===== config.mk =====
export PLATFORM = sky130hd
export DESIGN_NAME = key_event_decoder
export DESIGN_NICKNAME = d
export VERILOG_FILES = /design/src/rtl/key_event_pkg.sv /design/src/rtl/key_edge_det.sv /design/src/rtl/key_event_decoder.sv
export SDC_FILE = /design/constraint.sdc
export NUM_CORES = 1
export LEC_CHECK = 0
export ABC_AREA = 1
export BUFFER_PORTS_ARGS = -buffer_cell sky130_fd_sc_hd__buf_2
export CAP_MARGIN = 30
export CORE_MARGIN = 2
export CORE_UTILIZATION = 45
export DETAILED_ROUTE_END_ITERATION = 8
export PLACE_DENSITY = 0.74
export SLEW_MARGIN = 20
export SYNTH_ARGS = -nofsm -noshare
export SYNTH_HDL_FRONTEND = slang
export SYNTH_SLANG_ARGS = --single-unit

===== constraint.sdc =====
create_clock -name clk -period 1.6 [get_ports clk]
set_input_delay 0.32 -clock clk [delete_from_list [all_inputs] [get_ports clk]]
set_output_delay 0.32 -clock clk [all_outputs]
set_load 0.1 [all_outputs]

===== src/rtl/key_event_pkg.sv =====
// rtl/key_event_pkg.sv - state encoding and event bundle shared by button event consumers
package key_event_pkg;

  typedef enum logic [2:0] {
    IDLE,
    HELD,
    REPEAT,
    WAIT2,
    DONE
  } key_state_t;

  typedef struct packed {
    logic press;
    logic rel;
    logic shrt;
    logic lng;
    logic rep;
    logic dbl;
  } key_events_t;

  localparam key_events_t NO_EVENTS = '0;

endpackage


===== src/rtl/key_edge_det.sv =====
// rtl/key_edge_det.sv - rise/fall detector on a debounced level
module key_edge_det (
  input  logic clk,
  input  logic rst_n,
  input  logic lvl,
  output logic rise,
  output logic fall
);

  logic lvl_q;

  // Resetting to 1 means a button held through reset never looks like a press.
  always_ff @(posedge clk) begin
    if (!rst_n) lvl_q <= 1'b1;
    else        lvl_q <= lvl;
  end

  assign rise = lvl & ~lvl_q;
  assign fall = ~lvl & lvl_q;

endmodule


===== src/rtl/key_event_decoder.sv =====
// rtl/key_event_decoder.sv - decodes one debounced button level into one-cycle UI events
// Optional KEY_DOUBLE_CLICK_EN defers short_p to detect double-clicks.
module key_event_decoder
  import key_event_pkg::*;
#(
  parameter int LONG_CYCLES   = 50000000,
  parameter int REPEAT_CYCLES = 10000000,
  parameter int DCLICK_CYCLES = 15000000,
  parameter int CNT_W         = 26
) (
  input  logic clk,
  input  logic rst_n,
  input  logic lvl,
  output logic press_p,
  output logic release_p,
  output logic short_p,
  output logic long_p,
  output logic rep_p,
  output logic dbl_p,
  output logic held
);

  localparam longint CNT_LIMIT = longint'(1) << CNT_W;

  if (longint'(LONG_CYCLES) < 2 || longint'(LONG_CYCLES) >= CNT_LIMIT) begin : g_bad_long
    $error("LONG_CYCLES out of range for CNT_W");
  end
  if (longint'(REPEAT_CYCLES) < 2 || longint'(REPEAT_CYCLES) >= CNT_LIMIT) begin : g_bad_repeat
    $error("REPEAT_CYCLES out of range for CNT_W");
  end
  if (longint'(DCLICK_CYCLES) < 2 || longint'(DCLICK_CYCLES) >= CNT_LIMIT) begin : g_bad_dclick
    $error("DCLICK_CYCLES out of range for CNT_W");
  end

  localparam logic [CNT_W-1:0] LONG_LAST = CNT_W'(LONG_CYCLES - 1);
  localparam logic [CNT_W-1:0] REP_LAST  = CNT_W'(REPEAT_CYCLES - 1);
`ifdef KEY_DOUBLE_CLICK_EN
  localparam logic [CNT_W-1:0] DCLK_LAST = CNT_W'(DCLICK_CYCLES - 1);
`endif

  logic        rise, fall;
  key_state_t  state, state_d;
  logic [CNT_W-1:0] cnt, cnt_d;
  key_events_t ev_q, ev_d;
  logic        held_q;

  key_edge_det u_edge (
    .clk  (clk),
    .rst_n(rst_n),
    .lvl  (lvl),
    .rise (rise),
    .fall (fall)
  );

  // A release always beats a threshold reached in the same cycle.
  always_comb begin
    state_d = state;
    cnt_d   = cnt;
    ev_d    = NO_EVENTS;
    case (state)
      IDLE: begin
        if (rise) begin
          ev_d.press = 1'b1;
          cnt_d      = '0;
          state_d    = HELD;
        end
      end
      HELD: begin
        if (fall) begin
          ev_d.rel = 1'b1;
`ifdef KEY_DOUBLE_CLICK_EN
          cnt_d    = '0;
          state_d  = WAIT2;
`else
          ev_d.shrt = 1'b1;
          state_d   = IDLE;
`endif
        end else if (cnt == LONG_LAST) begin
          ev_d.lng = 1'b1;
          cnt_d    = '0;
          state_d  = REPEAT;
        end else begin
          cnt_d = cnt + 1'b1;
        end
      end
      REPEAT: begin
        if (fall) begin
          ev_d.rel = 1'b1;
          state_d  = IDLE;
        end else if (cnt == REP_LAST) begin
          ev_d.rep = 1'b1;
          cnt_d    = '0;
        end else begin
          cnt_d = cnt + 1'b1;
        end
      end
`ifdef KEY_DOUBLE_CLICK_EN
      WAIT2: begin
        if (rise) begin
          ev_d.dbl   = 1'b1;
          ev_d.press = 1'b1;
          state_d    = DONE;
        end else if (cnt == DCLK_LAST) begin
          ev_d.shrt = 1'b1;
          state_d   = IDLE;
        end else begin
          cnt_d = cnt + 1'b1;
        end
      end
      DONE: begin
        if (fall) begin
          ev_d.rel = 1'b1;
          state_d  = IDLE;
        end
      end
`endif
      default: state_d = IDLE;
    endcase
  end

  always_ff @(posedge clk) begin
    if (!rst_n) begin
      state  <= IDLE;
      cnt    <= '0;
      ev_q   <= NO_EVENTS;
      held_q <= 1'b0;
    end else begin
      state  <= state_d;
      cnt    <= cnt_d;
      ev_q   <= ev_d;
      held_q <= (state_d == HELD) || (state_d == REPEAT);
    end
  end

  assign press_p   = ev_q.press;
  assign release_p = ev_q.rel;
  assign short_p   = ev_q.shrt;
  assign long_p    = ev_q.lng;
  assign rep_p     = ev_q.rep;
  assign dbl_p     = ev_q.dbl;
  assign held      = held_q;

endmodule


==> metrics.txt <==
number of antenna-violating nets in the routed design 0; HP Start lvl; aggregate global routing overflow 0; minimum clock period around 1.6 ns; length of the first detailed-routing pass in iterations 5; register area share after synthesis 0.354; pin count of the biggest net entering global routing 14; Hold WC Path Type in2reg; drc violations 0; Pins Over Slew Limit 0; crit end category register; status finished, violations left; highest achievable clock rate 621 MHz; hold-fix buffers at CTS 0; depth of the worst register-to-register path 11; Critical Setup Path Class reg2reg; H-tree depth reported by CTS 2; Die Wd between 70 and 80 um; final setup violating endpoints 1; cell at the root of the clock tree sky130_fd_sc_hd__clkbuf_8; most common library cell in the layout ignoring fill and taps sky130_fd_sc_hd__nand2_1; top-level port count 10; mean cell area of the mapped netlist approximately 6.8 sq um; wire length of the first global-routing pass 8.31 mm; Max-Cap Viols 0; via count of the first global-routing pass ~1,900; Min-Delay Endpoint u_edge.lvl_q; number of warnings issued by yosys 0; overall global routing resource usage 0.204; wire length per cell 13.2 um; number of antenna violations at the first check in global routing 0; startpoint kind of the worst setup timing path register; global placer's final weighted congestion 0.932; largest fanout of any net on the critical path 9; routed wire length about 5.2 mm; Max IR drop VDD approximately 0.00035 V; destination of the worst register-to-register timing path cnt[11]; CTS Buf Count 5; Cell Pwr Density 713 nW/um^2; DRC marker count from the first detailed-route iteration about 240; DP HPWL 3.64 mm; commonest cells after routing, fill and taps aside sky130_fd_sc_hd__nand2_1, sky130_fd_sc_hd__nor2_1, sky130_fd_sc_hd__dfxtp_1, sky130_fd_sc_hd__inv_1, sky130_fd_sc_hd__buf_4; post-route fraction of the period consumed by the critical path 1.01; number of vias after detailed routing just over 2,000; DIE AREA roughly 5000 sq um; Row Count 24; clock edge transition at the registers on the reported setup and hold paths 0.08 ns; Hold Path Depth 3; clock tree skew after final layout ~0.0054 ns; clock tree from TritonCTS done; failing checks setup timing; Yosys cell types 31; setup ws final -0.0112 ns; flip-flop and latch count after synthesis 36; clock insertion delay at the later pin of the skew report ~0.30 ns; Area Overhead vs Synth 26.8%; number of sinks handled by clock tree synthesis 36; core box area approximately 4400 sq um; Layout Cell Area excl Fill about 2600 sq um; Reg2Reg Launch Point cnt[15]; Mapped Cells around 300; cell area after placement 2280 sq um; starting density of the core 0.467; final core utilization 0.593; Pwr Total around 1.8 mW; number of antenna diodes 0; count of final hold-check violations 0; average via count per standard cell between 5 and 6; Clock Tree Buf Depth 2; overall die height 71.2 um; data required time at the worst endpoint between 1.5 and 2 ns; final net count roughly 350; count of buffers inserted at the top-level ports 8; Syn Std Cell Area just over 2000 sq um; unrepaired setup endpoints after global routing yes; ratio of cells with drive above 1 in the final layout 0.306; Reg2Reg Setup Slack -0.01 ns; cell leakage power between 0.9 and 1 nW; Crit path arrival time around 1.8 ns
[area by class of cell]
type / count / area (sq um)
timing repair buffer: 39 / 303
clock buffer: 5 / 68.8
clock inverter: 3 / 42.5
multi-input combinational: 219 / 1210
tap: 52 / 65.1
fill: 387 / 1770
inverter: 41 / 159
sequential: 36 / 727
[metrics by stage]
| step | hold WS, ns | TNS (ns) | std cells | setup WS, ns |
|---|---|---|---|---|
| 6_report | 0.224 | -0.0112 | 395 | -0.0112 |
| 5_1_grt | 0.248 | -1.54 | 395 | -0.0853 |
| 4_1_cts | 0.220 | 0 | 390 | 0.00955 |
| 3_5_place_dp | 0.504 | -0.661 | 380 | -0.0643 |
| 3_3_place_gp | 0.492 | -0.00100 | 380 | -0.00100 |
| 2_1_floorplan | 0.389 | 0 | 302 | 0.0598 |
[per-layer routing]
layer	GRT usage	routed length (um)	vias up	share of wire
met4	0.0629	92	0	0.018
met1	0.278	2320	940	0.44
met2	0.327	2530	63	0.48
met5	0	0	-	0
li1	-	-	1047	-
met3	0.0422	283	10	0.054
[cells by family after synthesis]
kind of cell / after synthesis / synth area share
xor+xnor: 3 / 0.0129
other cells: 1 / 0.00184
compound gates: 25 / 0.0677
buf+inv: 47 / 0.103
flops: 36 / 0.354
fa+ha+maj: 1 / 0.00615
simple gates: 188 / 0.454
[flip-flops by register name, summed over array words and instances, names as in the netlist]
| name | flops |
|---|---|
| cnt | 26 |
| held | 1 |
| long_p | 1 |
| press_p | 1 |
| release_p | 1 |
| rep_p | 1 |
| short_p | 1 |
| state | 3 |
| u_edge.lvl_q | 1 |
[worst max path at each step]
| stage | start | to | slack [ns] | depth (start not counted) |
|---|---|---|---|---|
| 5_1_grt | cnt[9] | cnt[11] | -0.09 | 11 |
| 6_report | cnt[15] | cnt[11] | -0.01 | 11 |
| 2_1_floorplan | cnt[0] | cnt[9] | 0.06 | 11 |
| 3_3_place_gp | cnt[0] | cnt[23] | -0.001 | 12 |
| 3_5_place_dp | cnt[0] | cnt[22] | -0.06 | 12 |
| 4_1_cts | cnt[0] | cnt[13] | 0.01 | 11 |
[worst max-delay path, cell delays in order (launching register included)]
cell                      delay (ns)
sky130_fd_sc_hd__dfxtp_1        0.43
sky130_fd_sc_hd__nand2_2        0.13
sky130_fd_sc_hd__nor2_1         0.15
sky130_fd_sc_hd__nand2_1        0.08
sky130_fd_sc_hd__nor2_1         0.12
sky130_fd_sc_hd__nand2_1        0.09
sky130_fd_sc_hd__nand2_2        0.10
sky130_fd_sc_hd__nand3_4        0.10
sky130_fd_sc_hd__nand2_8        0.11
sky130_fd_sc_hd__inv_6          0.06
sky130_fd_sc_hd__nand2_1        0.08
sky130_fd_sc_hd__nor2_1         0.06
[repair_timing]
item,CTS,global route
buffers inserted,2,4
gates resized for setup,8,24
cloned,0,1
pin swaps,2,6
endpoints found under the setup margin,24,26
[cell usage after synthesis, drive strengths merged]
master / instances / area share
nand2: 68 / 0.14
clkinv: 1 / 0.0018
dfxtp: 36 / 0.35
nor2: 62 / 0.13
a41oi: 1 / 0.0043
ha: 1 / 0.0061
o21ai: 9 / 0.022
nor4: 4 / 0.012
and3: 2 / 0.0061
nand4: 9 / 0.028
nor3: 21 / 0.067
o21bai: 1 / 0.0037
a21oi: 12 / 0.030
a211oi: 1 / 0.0037
conb: 1 / 0.0018
xor2: 2 / 0.0086
o2111ai: 1 / 0.0043
buf: 6 / 0.028
nand3: 22 / 0.066
xnor2: 1 / 0.0043
inv: 40 / 0.074
[power by group]
part           switching (mW)  internal, mW  total [mW]
Combinational          0.0778        0.0440       0.122
Sequential            0.00394         0.902       0.906
Clock                   0.351         0.461       0.812
Total                   0.433          1.41        1.84
No activity file was read; power rests on OpenSTA's default activity.
